**src/rtl/traffic_light_pkg.sv**
```systemverilog
// traffic_light_pkg
// Shared definitions for the traffic light controller and its safety monitor:
// one-hot light encodings, the monitor's fault codes and a helper that checks
// a light value for a legal encoding.
package traffic_light_pkg;

  typedef logic [2:0] light_t;

  localparam light_t LIGHT_RED    = 3'b100;
  localparam light_t LIGHT_YELLOW = 3'b010;
  localparam light_t LIGHT_GREEN  = 3'b001;

  // Lower value = higher priority when several faults coincide
  localparam logic [2:0] FLT_NONE         = 3'd0;
  localparam logic [2:0] FLT_CONFLICT     = 3'd1;
  localparam logic [2:0] FLT_INVALID      = 3'd2;
  localparam logic [2:0] FLT_ILLEGAL      = 3'd3;
  localparam logic [2:0] FLT_SHORT_GREEN  = 3'd4;
  localparam logic [2:0] FLT_SHORT_YELLOW = 3'd5;
  localparam logic [2:0] FLT_WATCHDOG     = 3'd6;

  function automatic logic light_is_valid(input light_t light);
    return (light == LIGHT_RED) || (light == LIGHT_YELLOW) || (light == LIGHT_GREEN);
  endfunction

endpackage

```
**src/rtl/light_phase_checker.sv**
```systemverilog
// light_phase_checker
// Per-direction phase checker. Tracks how many samples the current light value
// has been held and judges the cur/prev pair of one direction.
// Ports:
//   i_clk, i_rst     clock, synchronous active-high reset
//   i_cur, i_prev    current and previous registered light samples
//   o_valid          i_cur is a legal one-hot encoding
//   o_illegal        change other than R->G, G->Y, Y->R (both samples valid)
//   o_short_green    G->Y taken before MIN_GREEN samples of green
//   o_short_yellow   Y->R taken before MIN_YELLOW samples of yellow
module light_phase_checker
  import traffic_light_pkg::*;
#(
  parameter int                CNT_W      = 16,
  parameter logic [CNT_W-1:0]  MIN_GREEN  = 16'd1000,
  parameter logic [CNT_W-1:0]  MIN_YELLOW = 16'd100
) (
  input  logic   i_clk,
  input  logic   i_rst,
  input  light_t i_cur,
  input  light_t i_prev,
  output logic   o_valid,
  output logic   o_illegal,
  output logic   o_short_green,
  output logic   o_short_yellow
);

  localparam logic [CNT_W-1:0] DWELL_ONE = {{(CNT_W-1){1'b0}}, 1'b1};

  logic [CNT_W-1:0] r_dwell;
  logic             w_both_valid;
  logic             w_changed;
  logic             w_r2g;
  logic             w_g2y;
  logic             w_y2r;

  // Dwell counter: samples the value in prev has been held when the change
  // reaches cur, so the count seen at a transition is the old phase length.
  always_ff @(posedge i_clk) begin
    if (i_rst) begin
      r_dwell <= DWELL_ONE;
    end else if (i_cur != i_prev) begin
      r_dwell <= DWELL_ONE;
    end else if (r_dwell != {CNT_W{1'b1}}) begin
      r_dwell <= r_dwell + DWELL_ONE;
    end else begin
      r_dwell <= r_dwell;
    end
  end

  // Transition legality and minimum-phase checks
  always_comb begin
    w_both_valid = light_is_valid(i_cur) && light_is_valid(i_prev);
    w_changed    = (i_cur != i_prev);
    w_r2g        = (i_prev == LIGHT_RED)    && (i_cur == LIGHT_GREEN);
    w_g2y        = (i_prev == LIGHT_GREEN)  && (i_cur == LIGHT_YELLOW);
    w_y2r        = (i_prev == LIGHT_YELLOW) && (i_cur == LIGHT_RED);

    o_valid        = light_is_valid(i_cur);
    o_illegal      = w_both_valid && w_changed && !(w_r2g || w_g2y || w_y2r);
    o_short_green  = w_both_valid && w_g2y && (r_dwell < MIN_GREEN);
    o_short_yellow = w_both_valid && w_y2r && (r_dwell < MIN_YELLOW);
  end

endmodule

```
**src/rtl/traffic_light_monitor.sv**
```systemverilog
// traffic_light_monitor
// Independent safety monitor for the traffic light controller outputs.
// Ports:
//   clk, rst        clock, synchronous active-high reset
//   clr_fault       clears the latched fault (a fault detected the same cycle wins)
//   ns_light        observed NS light (100 red, 010 yellow, 001 green)
//   ew_light        observed EW light, same encoding
//   fault           sticky fault flag
//   fault_code      code of the first fault since the last clear
//   conflict        per-cycle flag: both directions non-red
//   cycle_count     NS red-to-green transitions, wrapping
module traffic_light_monitor
  import traffic_light_pkg::*;
#(
  parameter int                CNT_W      = 16,
  parameter logic [CNT_W-1:0]  MIN_GREEN  = 16'd1000,
  parameter logic [CNT_W-1:0]  MIN_YELLOW = 16'd100,
  parameter logic [CNT_W-1:0]  MAX_STABLE = 16'd60000
) (
  input  logic       clk,
  input  logic       rst,
  input  logic       clr_fault,
  input  logic [2:0] ns_light,
  input  logic [2:0] ew_light,
  output logic       fault,
  output logic [2:0] fault_code,
  output logic       conflict,
  output logic [7:0] cycle_count
);

  light_t           r_cur_ns;
  light_t           r_prev_ns;
  light_t           r_cur_ew;
  light_t           r_prev_ew;
  logic [CNT_W-1:0] r_wdog;
  logic             r_fault;
  logic [2:0]       r_fault_code;
  logic             r_conflict;
  logic [7:0]       r_cycle_count;

  logic       w_ns_valid, w_ns_illegal, w_ns_short_g, w_ns_short_y;
  logic       w_ew_valid, w_ew_illegal, w_ew_short_g, w_ew_short_y;
  logic       w_conflict;
  logic       w_ns_r2g;
  logic [2:0] w_code;

  light_phase_checker #(
    .CNT_W(CNT_W), .MIN_GREEN(MIN_GREEN), .MIN_YELLOW(MIN_YELLOW)
  ) u_ns_chk (
    .i_clk(clk), .i_rst(rst), .i_cur(r_cur_ns), .i_prev(r_prev_ns),
    .o_valid(w_ns_valid), .o_illegal(w_ns_illegal),
    .o_short_green(w_ns_short_g), .o_short_yellow(w_ns_short_y)
  );

  light_phase_checker #(
    .CNT_W(CNT_W), .MIN_GREEN(MIN_GREEN), .MIN_YELLOW(MIN_YELLOW)
  ) u_ew_chk (
    .i_clk(clk), .i_rst(rst), .i_cur(r_cur_ew), .i_prev(r_prev_ew),
    .o_valid(w_ew_valid), .o_illegal(w_ew_illegal),
    .o_short_green(w_ew_short_g), .o_short_yellow(w_ew_short_y)
  );

  // Sample and history registers; reset to red/red so the first R->G is legal
  always_ff @(posedge clk) begin
    if (rst) begin
      r_cur_ns  <= LIGHT_RED;
      r_prev_ns <= LIGHT_RED;
      r_cur_ew  <= LIGHT_RED;
      r_prev_ew <= LIGHT_RED;
    end else begin
      r_cur_ns  <= ns_light;
      r_prev_ns <= r_cur_ns;
      r_cur_ew  <= ew_light;
      r_prev_ew <= r_cur_ew;
    end
  end

  // Watchdog: cycles with no change on either bus, saturating at the limit
  always_ff @(posedge clk) begin
    if (rst) begin
      r_wdog <= '0;
    end else if ((r_cur_ns != r_prev_ns) || (r_cur_ew != r_prev_ew)) begin
      r_wdog <= '0;
    end else if (r_wdog != MAX_STABLE) begin
      r_wdog <= r_wdog + {{(CNT_W-1){1'b0}}, 1'b1};
    end else begin
      r_wdog <= r_wdog;
    end
  end

  // Fault detection with fixed priority (lowest code wins)
  always_comb begin
    // Any non-red value counts, including invalid encodings
    w_conflict = (r_cur_ns != LIGHT_RED) && (r_cur_ew != LIGHT_RED);
    w_ns_r2g   = (r_prev_ns == LIGHT_RED) && (r_cur_ns == LIGHT_GREEN);
    if (w_conflict) begin
      w_code = FLT_CONFLICT;
    end else if (!w_ns_valid || !w_ew_valid) begin
      w_code = FLT_INVALID;
    end else if (w_ns_illegal || w_ew_illegal) begin
      w_code = FLT_ILLEGAL;
    end else if (w_ns_short_g || w_ew_short_g) begin
      w_code = FLT_SHORT_GREEN;
    end else if (w_ns_short_y || w_ew_short_y) begin
      w_code = FLT_SHORT_YELLOW;
    end else if (r_wdog == MAX_STABLE) begin
      w_code = FLT_WATCHDOG;
    end else begin
      w_code = FLT_NONE;
    end
  end

  // Fault latch, conflict flag and NS cycle counter
  always_ff @(posedge clk) begin
    if (rst) begin
      r_fault       <= 1'b0;
      r_fault_code  <= FLT_NONE;
      r_conflict    <= 1'b0;
      r_cycle_count <= 8'd0;
    end else begin
      // A new detection overrides a simultaneous clear
      if ((w_code != FLT_NONE) && (!r_fault || clr_fault)) begin
        r_fault      <= 1'b1;
        r_fault_code <= w_code;
      end else if (clr_fault) begin
        r_fault      <= 1'b0;
        r_fault_code <= FLT_NONE;
      end else begin
        r_fault      <= r_fault;
        r_fault_code <= r_fault_code;
      end
      r_conflict <= w_conflict;
      if (w_ns_r2g) begin
        r_cycle_count <= r_cycle_count + 8'd1;
      end else begin
        r_cycle_count <= r_cycle_count;
      end
    end
  end

  assign fault       = r_fault;
  assign fault_code  = r_fault_code;
  assign conflict    = r_conflict;
  assign cycle_count = r_cycle_count;

endmodule

```
**config.mk**
```make
export PLATFORM = sky130hd
export DESIGN_NAME = traffic_light_monitor
export DESIGN_NICKNAME = d
export VERILOG_FILES = /design/src/rtl/traffic_light_pkg.sv /design/src/rtl/light_phase_checker.sv /design/src/rtl/traffic_light_monitor.sv
export SDC_FILE = /design/constraint.sdc
export NUM_CORES = 1
export LEC_CHECK = 0
export ABC_CLOCK_PERIOD_IN_PS = 2300
export BUFFER_PORTS_ARGS = -buffer_cell sky130_fd_sc_hd__buf_2
export CAP_MARGIN = 5
export CORE_ASPECT_RATIO = 2
export CORE_UTILIZATION = 38
export DETAILED_ROUTE_END_ITERATION = 12
export PLACE_DENSITY_LB_ADDON = 0.05
export SLEW_MARGIN = 20
export SYNTH_ARGS = -nofsm -noshare
export SYNTH_HDL_FRONTEND = slang
export SYNTH_SLANG_ARGS = --single-unit
```
**constraint.sdc**
```tcl
create_clock -name clk -period 2.3 [get_ports clk]
set_input_delay 0.23 -clock clk [delete_from_list [all_inputs] [get_ports clk]]
set_output_delay 0.23 -clock clk [all_outputs]
set_load 0.005 [all_outputs]
```
Word level (Yosys, flattened, before mapping). Cells that the tools add are included.

Add/sub/neg operators: 4. $lt $le $gt $ge: 4. Equality and inequality tests: 20. Multiplexer cells: 10. Reduce and logical (&&, ||, !) cells: 50.

Operator list (count): $add A16 B1 Y16 const B (3); $ne A16 B16 Y1 const B (3); $lt A16 B10 Y1 const B (2); $lt A16 B7 Y1 const B (2); $mux W3 (8); $logic_and A1 B1 Y1 (22); $logic_or A1 B1 Y1 (18); $eq A16 B16 Y1 const B (1); $eq A3 B1 Y1 const B (4); $eq A3 B2 Y1 const B (4); $eq A3 B3 Y1 const B (4); $add A8 B1 Y8 const B (1); $ne A3 B3 Y1 (2); $ne A3 B3 Y1 const B (2); $reduce_or A2 Y1 (3); $logic_not A1 Y1 (5); $reduce_bool A3 Y1 (1); $mux W1 (2); $reduce_bool A2 Y1 (1).

Register bits: 73. Input port bits: 9. Output and inout port bits: 13. Word-level logic and storage cells: 99.

Depth between registers and ports, before layout. Gate-level depths: netlist of run 1.

Depth in word-level cells: 15. Depth in mapped cells: 8. Gate-level depth less buffers: 7.

Hierarchy. Synthesis of run 1 repeated with hierarchy kept, for this count alone.

Cells, all modules: 450. Area, all modules: 3854.9 um2.

By module, submodules not included: light_phase_checker (times used 2, cells each 131, area each 1027.2 um2, seq. area each 320.3 um2); traffic_light_monitor (times used 1, cells each 188, area each 1800.5 um2, seq. area each 820.8 um2).

Least setup slack after synthesis of run 1. OpenSTA, ideal clock, no wires.

Path kind: register to register. Start: register r_wdog[0]. End: register r_fault_code[0] (netlist: fault_code[0]). Library setup time: 103 ps. Arrival: 1646 ps. Required time: 2197 ps. Path slack: 550 ps. Cell stages (with the launch flop): 8. Period minus slack after synthesis: 1750 ps. Cell sequence: dfxtp_1 inv_1 ha_1 and3_1 nand4_1 nor3b_1 a31oi_1 a2111oi_2.

Cells in the longest elaborated chain, start to end: 10.

RTL lines: start: declaration (RTL line traffic_light_monitor.sv:35) `logic [CNT_W-1:0] r_wdog;`; start signal: assignment (RTL line traffic_light_monitor.sv:85) `r_wdog <= r_wdog + {{(CNT_W-1){1'b0}}, 1'b1};`; start signal: assignment (RTL line traffic_light_monitor.sv:87) `r_wdog <= r_wdog;`; $eq A16 B16 Y1 * (RTL line traffic_light_monitor.sv:106) `end else if (r_wdog == MAX_STABLE) begin`; $mux W3 * (RTL line traffic_light_monitor.sv:106); $mux W3 * (RTL line traffic_light_monitor.sv:104) `end else if (w_ns_short_y || w_ew_short_y) begin`; $mux W3 * (RTL line traffic_light_monitor.sv:102) `end else if (w_ns_short_g || w_ew_short_g) begin`; $mux W3 * (RTL line traffic_light_monitor.sv:100) `end else if (w_ns_illegal || w_ew_illegal) begin`; $mux W3 * (RTL line traffic_light_monitor.sv:98) `end else if (!w_ns_valid || !w_ew_valid) begin`; $mux W3 * (RTL line traffic_light_monitor.sv:96) `if (w_conflict) begin`; $reduce_bool A3 Y1 * (RTL line traffic_light_monitor.sv:122) `if ((w_code != FLT_NONE) && (!r_fault || clr_fault)) begin`; $logic_and A1 B1 Y1 * (RTL line traffic_light_monitor.sv:122); $mux W3 or $reduce_bool A2 Y1 (tied branches); end signal: assignment (RTL line traffic_light_monitor.sv:124) `r_fault_code <= w_code;`; end signal: assignment (RTL line traffic_light_monitor.sv:130) `r_fault_code <= r_fault_code;`; end: declaration (RTL line traffic_light_monitor.sv:37) `logic [2:0] r_fault_code;`.

Mark *: on every way between the ends. The rest lies on a longest branch, timed or not. A chain may end at the register's enable or synchronous reset.

Worst setup path in the final report of run 1.
Start: register r_cur_ns[0]. End: register r_fault_code[0] (netlist: fault_code[0]).

Cells in the longest elaborated chain, start to end: 15.

RTL lines: start: declaration (RTL line traffic_light_monitor.sv:31) `light_t r_cur_ns;`; start signal: assignment (RTL line traffic_light_monitor.sv:71) `r_cur_ns <= ns_light;`; $eq A3 B3 Y1 or $eq A3 B2 Y1 (tied branches) (RTL line traffic_light_pkg.sv:23, light_phase_checker.sv:57, light_phase_checker.sv:56); $logic_or A1 B1 Y1 (2 in series) (RTL line traffic_light_pkg.sv:23) `return (light == LIGHT_RED) || (light == LIGHT_YELLOW) || (light == LIGHT_GREEN);`; $logic_and A1 B1 Y1 (RTL line light_phase_checker.sv:53) `w_both_valid = light_is_valid(i_cur) && light_is_valid(i_prev);`; $logic_and A1 B1 Y1 (2 in series) (RTL line light_phase_checker.sv:62) `o_short_yellow = w_both_valid && w_y2r && (r_dwell < MIN_YELLOW);`; $logic_or A1 B1 Y1 (RTL line traffic_light_monitor.sv:104); $mux W3 (RTL line traffic_light_monitor.sv:104); $mux W3 (RTL line traffic_light_monitor.sv:102); $mux W3 (RTL line traffic_light_monitor.sv:100); $mux W3 (RTL line traffic_light_monitor.sv:98); $mux W3 * (RTL line traffic_light_monitor.sv:96); $reduce_bool A3 Y1 (RTL line traffic_light_monitor.sv:122); $logic_and A1 B1 Y1 (RTL line traffic_light_monitor.sv:122); $mux W3 or $reduce_bool A2 Y1 (tied branches).

Marks and branches as above.

==> results of run 1 <==
-- power by group through the flow --
stage	Combinational, W	Clock, W	Sequential, W
floorplan	0.000120	0	0.00134
global placement	0.000155	0	0.00135
detailed placement	0.000156	0	0.00135
CTS	0.000157	0.00154	0.00132
global route	0.000174	0.00158	0.00133
finish	0.000153	0.00151	0.00132
-- what timing repair did --
| action | 4_1_cts | 5_1_grt |
|---|---|---|
| resized for setup | 0 | 1 |
| hold buffers | 0 | 0 |
| setup endpoints to repair | 0 | 1 |
| hold endpoints to repair | 0 | 0 |
-- per-stage QoR --
step	instance area (sq um)	setup slack, ns	power, W
3_3_place_gp	3764	0.3349	0.001508
3_5_place_dp	3764	0.3058	0.001509
2_1_floorplan	3511	0.5502	0.001458
6_report	4091	0.3363	0.002984
4_1_cts	4085	0.2831	0.003026
5_1_grt	4091	0.05952	0.003085
-- routing by layer --
layer,track usage (%),wire length (um),vias up
li1,-,-,1462
met1,17.07,3009,1343
met2,33.81,4467,30
met3,3.706,191,17
met4,10.11,248,0
met5,0,0,-
-- flip-flops by register name, summed over array words and instances (netlist names) --
signal            flops
r_wdog               16
u_ew_chk.r_dwell     16
u_ns_chk.r_dwell     16
cycle_count           8
fault_code            3
r_cur_ew              3
r_cur_ns              3
r_prev_ew             3
r_prev_ns             3
conflict              1
fault                 1
-- layout make-up --
| type | instances | area (sq um) |
|---|---|---|
| fillers | 912 | 4860 |
| multi-input cells | 300 | 1959 |
| flip-flops and latches | 73 | 1461 |
| clock buffers | 11 | 242.7 |
| repair buffers | 33 | 195.2 |
| well taps | 102 | 127.6 |
| clock inverters | 5 | 78.83 |
| inverters | 7 | 26.28 |
-- kinds of logic (layout without fill, tap and decap cells) --
kind of cell,Yosys count,count (layout),share of synthesized area (%)
buffers and inverters,22,56,2.744
AND/OR/NAND/NOR,197,197,31.68
XOR/XNOR,45,45,11.23
adder cells (fa/ha/maj),5,5,1.782
AO/OA/AOI/OAI,49,49,9.800
multiplexers,4,4,1.140
flip-flops,73,73,41.63
-- worst min path at each step --
stage / endpoint / cells after the start
detailed placement: r_cur_ew[2]$_SDFF_PP1_ / 2
CTS: r_cur_ew[2]$_SDFF_PP1_ / 2
finish: r_cur_ew[2]$_SDFF_PP1_ / 2
global route: r_cur_ew[2]$_SDFF_PP1_ / 2
floorplan: r_cur_ew[2]$_SDFF_PP1_ / 1
global placement: r_cur_ew[2]$_SDFF_PP1_ / 2
-- cells in the final DEF, fill, tap and decap left out, types with 6 or more instances in the layout --
| cell type | count |
|---|---|
| sky130_fd_sc_hd__dfxtp_1 | 73 |
| sky130_fd_sc_hd__nor2_1 | 54 |
| sky130_fd_sc_hd__xor2_1 | 35 |
| sky130_fd_sc_hd__nand2_1 | 21 |
| sky130_fd_sc_hd__buf_2 | 21 |
| sky130_fd_sc_hd__nand3_1 | 19 |
| sky130_fd_sc_hd__nand4_1 | 18 |
| sky130_fd_sc_hd__and3_1 | 17 |
| sky130_fd_sc_hd__a21oi_1 | 14 |
| sky130_fd_sc_hd__nor2b_1 | 13 |
| sky130_fd_sc_hd__buf_4 | 12 |
| sky130_fd_sc_hd__nor3_1 | 11 |
| sky130_fd_sc_hd__o21ai_0 | 11 |
| sky130_fd_sc_hd__xnor2_1 | 10 |
| sky130_fd_sc_hd__clkbuf_16 | 9 |
| sky130_fd_sc_hd__inv_1 | 6 |
==> out/qor.json, run 1 <==
{
  "critical_path.endpoint_type": "register",
  "detail_route.iter0.violations": 100,
  "worstHoldStart": "ew_light[2]",
  "timing.final.crit_share_pct": 85.38,
  "clk_root_buffer_cell": "sky130_fd_sc_hd__clkbuf_16",
  "clkSlewWorstSetupHoldPaths_ns": 0.06,
  "crit_path_top_delay_cell": "sky130_fd_sc_hd__dfxtp_1",
  "synth_edf_count": 0,
  "final_estimated_routing_congestion_in_global_placement": 0.8631,
  "worstSetupPathDepth": 7,
  "vdd_ir_drop_max_mv": 0.5112,
  "cp.required_ns": 2.53,
  "initial_core_util_pct": 39.22,
  "layout-drive-gt1-share_pct": 16.08,
  "globalRouteTotalUtil_pct": 17.62,
  "max_stage_delay_ns": 0.52,
  "crit_path_cell_trace": "nor4b_2, buf_4, a32oi_1, o311ai_2, nor3_2, a31oi_1, a2111oi_2",
  "tritoncts": "built",
  "leakagePower_nw": 1.544,
  "crit_path_start_kind": "register",
  "worst_reg2reg_path_depth": 7,
  "sink_count": 73,
  "cts_buffers": 9,
  "slew-limit-headroom_pct": 57.52,
  "synth_area_leader_cell": "sky130_fd_sc_hd__dfxtp_1",
  "clock_skew_ns": 0.006115,
  "worstHoldPathType": "in -> reg",
  "capture_instance_of_the_worst_register_to_register_path": "fault_code[0]$_SDFFE_PP0P_",
  "timing_worst_setup_path_type": "reg -> reg",
  "grt_first_pass_wirelength_mm": 13.11,
  "p_clk_share_pct": 50.5,
  "worst_pin_slew_ns": 0.6314,
  "post_cts.repair.setup_buffers": 0,
  "post-route-drc-count": 0,
  "fin_cells": 531,
  "seqPwrFrac_pct": 44.4,
  "final.min_clock_period_ns": 1.964,
  "postSynth.topFlopCell": "sky130_fd_sc_hd__dfxtp_1",
  "routedWlPerCell_um": 14.91,
  "whs_ns": 0.07567,
  "worstSetupEndpoint": "fault_code[0]$_SDFFE_PP0P_",
  "design.core.area_sq_mm": 0.008951,
  "num_rows": 49,
  "maxCapViolations": 0,
  "synthMostInstantiatedCell": "sky130_fd_sc_hd__dfxtp_1",
  "postSynthRegisterBits": 73,
  "hold_viol": 0,
  "routed_wl_mm": 7.916,
  "syn2layout_area_growth_pct": 16.54,
  "clk_path_buf_depth": 2,
  "grt-ovfl-total": 0,
  "regToRegStartpoint": "r_cur_ns[0]$_SDFF_PP0_",
  "yosys.area.top_type_share_pct": 41.63,
  "cell_internal_pwr_w": 0.002337,
  "ant_nets": 0,
  "achievable-frequency_ghz": 0.5092,
  "syn_inst": 395,
  "ios": 22,
  "dr_total_vias": 2852,
  "synthesis.area_per_instance_sq_um": 8.888,
  "antenna_found_initial": 0,
  "crit_fanout": 10,
  "tns_ns": 0,
  "syn_nets": 409,
  "final_core_utilization_pct": 45.71,
  "clk_latency_ns": 0.34,
  "cp_num_buf_inv": 1,
  "buffer_ports.inserted": 21,
  "cp_data_arrival_time_ns": 2.20,
  "htree_num_levels": 3,
  "comb_power_share_pct": 5.1,
  "synth.yosys.warnings": 0,
  "die_h_um": 137.9,
  "slew_viols_final": 0,
  "drt_first_pass_iters": 4,
  "grt_start_max_net_pins": 28,
  "layout.nets": 438,
  "ys_seq_area_share_pct": 41.63,
  "power.share.switching_pct": 21.69,
  "avgViaCountPerCell": 5.371,
  "synth.top_cells.by_area": "sky130_fd_sc_hd__dfxtp_1 42%, sky130_fd_sc_hd__xor2_1 8.7%, sky130_fd_sc_hd__nor2_1 5.8%",
  "timing.final.setup_violations": 0,
  "netlist_top_cells_count": "73 x sky130_fd_sc_hd__dfxtp_1, 54 x sky130_fd_sc_hd__nor2_1, 35 x sky130_fd_sc_hd__xor2_1",
  "powerDensity_mw_per_mm2": 729.4,
  "antenna_cells_inserted": 0,
  "reg2reg_slack_ns": 0.34,
  "power.switching_w": 0.0006474,
  "worst_path_dominant_cell_family": "compound AO/OA/AOI/OAI gates",
  "number_of_global_route_vias_before_repair": 2811,
  "result_of_the_run": "finished, final reports clean",
  "async_reset_ff_share_pct": 0,
  "synth.lib_cells_used.distinct": 57,
  "die_width_um": 69.97,
  "post_synth_instance_area_sq_mm": 0.003511,
  "placed_cells": 515,
  "crit_start": "r_cur_ns[0]$_SDFF_PP0_",
  "rsz0062_at_grt": "no",
  "hpwlAfterDp_mm": 5.916,
  "dieArea_sq_mm": 0.009651
}
No activity file was read; power rests on OpenSTA's default activity.
==> run 2: changes to the inputs <==
Settings changed: CTS_BUF_LIST from default to sky130_fd_sc_hd__clkbuf_8 sky130_fd_sc_hd__clkbuf_16.
==> run 2 against run 1 <==
Net effect:
- non-clock buffer count is the same
- core utilization is the same
- setup slack is essentially flat
- clock-buffer cell count shrank 1
- first-iteration DRC count is the same
- clock power is essentially flat
- critical path depth is the same
- cell count is the same
- sequential share of layout area is the same
- flip-flop and latch count is the same
- final area is the same
==> out/qor.json, run 2 (same netlist as run 1, synthesis figures left out) <==
{
  "timing.final.setup_violations": 0,
  "timing.final.crit_share_pct": 85.39,
  "regToRegStartpoint": "r_cur_ns[0]$_SDFF_PP0_",
  "hold_viol": 0,
  "syn2layout_area_growth_pct": 16.54,
  "grt_first_pass_wirelength_mm": 13.11,
  "final_estimated_routing_congestion_in_global_placement": 0.8631,
  "powerDensity_mw_per_mm2": 728.2,
  "cp_data_arrival_time_ns": 2.20,
  "reg_top3": "r_wdog: 16 flops, u_ew_chk.r_dwell: 16 flops, u_ns_chk.r_dwell: 16 flops",
  "ant_nets": 0,
  "antenna_cells_inserted": 0,
  "die_h_um": 137.9,
  "critical_path.endpoint_type": "register",
  "drt_first_pass_iters": 5,
  "hold_path_end": "r_cur_ew[2]$_SDFF_PP1_",
  "clk_path_buf_depth": 2,
  "num-fill-cells": 912,
  "worstHoldStart": "ew_light[2]",
  "clkSlewWorstSetupHoldPaths_ns": 0.06,
  "htree_num_levels": 3,
  "vdd_ir_drop_max_mv": 0.5112,
  "rsz0062_at_grt": "no",
  "worst_reg2reg_path_depth": 7,
  "worstHoldPathType": "in -> reg",
  "timing_worst_setup_path_type": "reg -> reg",
  "post-route-drc-count": 0,
  "layout.nets": 438,
  "cts_buffers": 9,
  "slew-limit-headroom_pct": 57.52,
  "dieArea_sq_mm": 0.009651,
  "number_of_global_route_vias_before_repair": 2811,
  "routedWlPerCell_um": 14.89,
  "final_cell_mix": "73 x sky130_fd_sc_hd__dfxtp_1, 54 x sky130_fd_sc_hd__nor2_1, 35 x sky130_fd_sc_hd__xor2_1",
  "clk_latency_ns": 0.34,
  "tns_ns": 0,
  "dr_total_vias": 2849,
  "initial_core_util_pct": 39.22,
  "finalWorstSetupSlack_ns": 0.3360,
  "crit_fanout": 10,
  "layout.cells.most_common": "sky130_fd_sc_hd__dfxtp_1",
  "sink_count": 73,
  "routed_wl_mm": 7.909,
  "leakagePower_nw": 1.548,
  "avgViaCountPerCell": 5.365,
  "cp.required_ns": 2.53,
  "maxCapViolations": 0,
  "place_ws_ns": 0.3058,
  "hpwlAfterDp_mm": 5.916,
  "layout.area.seq_sq_mm": 0.001461,
  "ios": 22,
  "achievable-frequency_ghz": 0.5092,
  "multi_input_comb_area_sq_mm": 0.001959,
  "globalRouteTotalUtil_pct": 17.62,
  "clock_skew_ns": 0.005925,
  "clk_root_buffer_cell": "sky130_fd_sc_hd__clkbuf_16",
  "layout-drive-gt1-share_pct": 16.08,
  "crit_path_start_kind": "register",
  "detail_route.iter0.violations": 100,
  "grt_start_max_net_pins": 28,
  "buffer_ports.inserted": 21,
  "slew_viols_final": 0,
  "final.min_clock_period_ns": 1.964,
  "die_width_um": 69.97,
  "power_total_w": 0.002979,
  "holdPathStages": 2,
  "design.core.area_sq_mm": 0.008951,
  "antenna_found_initial": 0,
  "reg2reg_slack_ns": 0.34,
  "worst_pin_slew_ns": 0.6314,
  "capture_instance_of_the_worst_register_to_register_path": "fault_code[0]$_SDFFE_PP0P_",
  "num_rows": 49,
  "tritoncts": "built",
  "result_of_the_run": "finished, final reports clean",
  "grt-ovfl-total": 0
}
## run 2: area by class of cell
type / instances / share of cell area (%)
clock buffers: 10 / 5.841
inverters: 7 / 0.6422
clock inverters: 6 / 2.018
multi-input cells: 300 / 47.89
repair buffers: 33 / 4.771
flip-flops and latches: 73 / 35.72
well taps: 102 / 3.119
## run 2: worst max path at each step
stage,startpoint,end,slack [ns],cells past startpoint
global placement,r_cur_ns[2]$_SDFF_PP1_,fault_code[0]$_SDFFE_PP0P_,0.33,6
CTS,r_cur_ns[0]$_SDFF_PP0_,fault_code[0]$_SDFFE_PP0P_,0.28,7
detailed placement,r_cur_ns[0]$_SDFF_PP0_,fault_code[0]$_SDFFE_PP0P_,0.31,7
global route,r_cur_ns[2]$_SDFF_PP1_,fault_code[0]$_SDFFE_PP0P_,0.06,6
finish,r_cur_ns[0]$_SDFF_PP0_,fault_code[0]$_SDFFE_PP0P_,0.34,7
floorplan,r_wdog[0]$_SDFFE_PP0P_,fault_code[0]$_SDFFE_PP0P_,0.55,7
## run 2: report_power, final
part / switching (W) / internal, W / total (W)
clock network: 0.000529 / 0.000972 / 0.00150
registers: 0.0000343 / 0.00129 / 0.00132
logic: 0.0000838 / 0.0000696 / 0.000153
## run 2: metal layers
metal  routed length (um)  part of all wire (%)  vias up  track usage [%]
li1                     -                     -     1462                -
met1                 3004                    38     1342            17.07
met2                 4469                    57       28            33.81
met3                  187                   2.4       17            3.706
met4                  248                   3.1        0            10.11
met5                    0                     0        -                0
## run 2: timing repair
item                       CTS  global route
setup endpoints to repair    0             1
setup buffers                0             0
resized for setup            0             1
hold buffers                 0             0
## run 2: worst max-delay path: stages (launching register included)
cell                        delay [ns]
sky130_fd_sc_hd__dfxtp_1          0.52
sky130_fd_sc_hd__nor4b_2          0.11
sky130_fd_sc_hd__buf_4            0.15
sky130_fd_sc_hd__a32oi_1          0.18
sky130_fd_sc_hd__o311ai_2         0.17
sky130_fd_sc_hd__nor3_2           0.24
sky130_fd_sc_hd__a31oi_1          0.17
sky130_fd_sc_hd__a2111oi_2        0.32
## run 2: stage by stage
stage          utilization [%]  hold slack (ns)  cell area [sq um]  std cells
5_1_grt                  45.71          0.07269               4091        531
3_5_place_dp             42.05           0.4220               3764        515
4_1_cts                  45.64          0.06829               4085        531
6_report                 45.71          0.07577               4091        531
3_3_place_gp             42.05           0.4169               3764        515
2_1_floorplan                -           0.3338               3511        395
==> run 3: changes to the inputs <==
Settings changed: HOLD_SLACK_MARGIN from default to 0.08.
==> run 3 against run 2 <==
Net effect:
- critical path depth fell by 1
- setup slack got worse by 0.0056 ns
- flip-flop and latch count did not move
==> out/qor.json, run 3 (same netlist as run 1, synthesis figures left out) <==
{
  "result_of_the_run": "finished, final reports clean",
  "placed_cells": 515,
  "detail_route.iter0.violations": 102,
  "timing.final.setup_violations": 0,
  "dieArea_sq_mm": 0.009651,
  "hold_path_end": "r_cur_ew[1]$_SDFF_PP0_",
  "critical_path.endpoint_type": "register",
  "slew-limit-headroom_pct": 57.33,
  "cp.required_ns": 2.53,
  "antenna_found_initial": 0,
  "final.min_clock_period_ns": 1.970,
  "tritoncts": "built",
  "post_cts.repair.setup_buffers": 0,
  "leakagePower_nw": 1.556,
  "sink_count": 73,
  "worst_reg2reg_path_depth": 6,
  "clock_skew_ns": 0.006226,
  "reg2reg_slack_ns": 0.33,
  "finalWorstSetupSlack_ns": 0.3304,
  "hpwlAfterDp_mm": 5.916,
  "hold_viol": 0,
  "design.core.area_sq_mm": 0.008951,
  "dr_total_vias": 2876,
  "whs_ns": 0.1236,
  "clk_latency_ns": 0.34,
  "cts_buffers": 9,
  "worstHoldStart": "ew_light[1]",
  "vdd_ir_drop_max_mv": 0.5112,
  "number_of_global_route_vias_before_repair": 2812,
  "final_estimated_routing_congestion_in_global_placement": 0.8631,
  "num-fill-cells": 912,
  "globalRouteTotalUtil_pct": 17.64,
  "slew_viols_final": 0,
  "rsz0062_at_grt": "no",
  "grt-ovfl-total": 0,
  "die_width_um": 69.97,
  "power.share.switching_pct": 21.77,
  "cell_internal_pwr_w": 0.002335,
  "timing.final.crit_share_pct": 85.64,
  "antenna_cells_inserted": 0,
  "powerDensity_mw_per_mm2": 725.9,
  "routed_wl_mm": 7.942,
  "power.switching_w": 0.0006499,
  "cp_data_arrival_time_ns": 2.20,
  "buffer_ports.inserted": 21,
  "p_clk_share_pct": 50.4,
  "worstHoldPathType": "in -> reg",
  "seqPwrFrac_pct": 44.4,
  "crit_path_start_kind": "register",
  "crit_fanout": 9,
  "layout.nets": 440,
  "grt_start_max_net_pins": 28,
  "timing_worst_setup_path_type": "reg -> reg",
  "place_ws_ns": 0.3058,
  "layout.cells.most_common": "sky130_fd_sc_hd__dfxtp_1",
  "ant_nets": 0,
  "layout-drive-gt1-share_pct": 16.01,
  "routedWlPerCell_um": 14.90,
  "syn2layout_area_growth_pct": 17.11,
  "crit_start": "r_cur_ns[2]$_SDFF_PP1_",
  "post-route-drc-count": 0,
  "drt_first_pass_iters": 4,
  "tns_ns": 0,
  "regToRegStartpoint": "r_cur_ns[2]$_SDFF_PP1_",
  "achievable-frequency_ghz": 0.5077,
  "clk_path_buf_depth": 2,
  "final_core_utilization_pct": 45.93,
  "maxCapViolations": 0,
  "clk_root_buffer_cell": "sky130_fd_sc_hd__clkbuf_16",
  "fin_cells": 533,
  "final_cell_mix": "73 x sky130_fd_sc_hd__dfxtp_1, 54 x sky130_fd_sc_hd__nor2_1, 35 x sky130_fd_sc_hd__xor2_1",
  "htree_num_levels": 3,
  "worst_pin_slew_ns": 0.6342,
  "avgViaCountPerCell": 5.396,
  "ios": 22,
  "reg_top3": "r_wdog: 16 flops, u_ew_chk.r_dwell: 16 flops, u_ns_chk.r_dwell: 16 flops",
  "num_rows": 49,
  "capture_instance_of_the_worst_register_to_register_path": "fault_code[0]$_SDFFE_PP0P_",
  "holdPathStages": 2,
  "initial_core_util_pct": 39.22,
  "die_h_um": 137.9,
  "comb_power_share_pct": 5.2,
  "clkSlewWorstSetupHoldPaths_ns": 0.06,
  "grt_first_pass_wirelength_mm": 13.12
}
-- run 3: repair_timing --
| item | in CTS | in global routing |
|---|---|---|
| hold buffers | 2 | 0 |
| endpoints found under the hold margin | 2 | 0 |
| resized for setup | 0 | 1 |
| endpoints found under the setup margin | 0 | 1 |
-- run 3: cell type report --
class	count	area (sq um)	share of cell area, %
clock buffers	10	239.0	5.813
inverters	7	26.28	0.6391
repair buffers	35	215.2	5.234
clock inverters	6	82.58	2.009
well taps	102	127.6	3.104
flip-flops and latches	73	1461	35.54
multi-input cells	300	1959	47.66
-- run 3: worst max-delay path by stage --
stage	end	slack [ns]	cells after the start
3_3_place_gp	fault_code[0]$_SDFFE_PP0P_	0.33	6
4_1_cts	fault_code[0]$_SDFFE_PP0P_	0.28	7
3_5_place_dp	fault_code[0]$_SDFFE_PP0P_	0.31	7
6_report	fault_code[0]$_SDFFE_PP0P_	0.33	6
5_1_grt	fault_code[0]$_SDFFE_PP0P_	0.06	6
2_1_floorplan	fault_code[0]$_SDFFE_PP0P_	0.55	7
-- run 3: power by group through the flow --
| stage | Sequential [W] | Combinational, W | Clock, W |
|---|---|---|---|
| 3_3_place_gp | 0.00135 | 0.000155 | 0 |
| 3_5_place_dp | 0.00135 | 0.000156 | 0 |
| 6_report | 0.00132 | 0.000156 | 0.00150 |
| 2_1_floorplan | 0.00134 | 0.000120 | 0 |
| 4_1_cts | 0.00132 | 0.000159 | 0.00154 |
| 5_1_grt | 0.00133 | 0.000177 | 0.00158 |
-- run 3: critical path: stages, from the launching register on --
cell and delay, ns:
sky130_fd_sc_hd__dfxtp_1 0.53, sky130_fd_sc_hd__nor3_1 0.12, sky130_fd_sc_hd__a221oi_2 0.24, sky130_fd_sc_hd__nand3_1 0.20, sky130_fd_sc_hd__nor3_2 0.30, sky130_fd_sc_hd__a31oi_1 0.17, sky130_fd_sc_hd__a2111oi_2 0.32
-- run 3: per-layer routing --
metal	GRT usage, %	up-vias	wire length [um]
li1	-	1466	-
met1	17.11	1361	3038
met2	33.81	31	4454
met3	3.706	18	188
met4	10.11	0	261
met5	0	-	0
-- run 3: through the flow --
stage | power, W | area [sq um]
global placement | 0.001508 | 3764
floorplan | 0.001458 | 3511
finish | 0.002985 | 4111
CTS | 0.003025 | 4105
global route | 0.003084 | 4111
detailed placement | 0.001509 | 3764
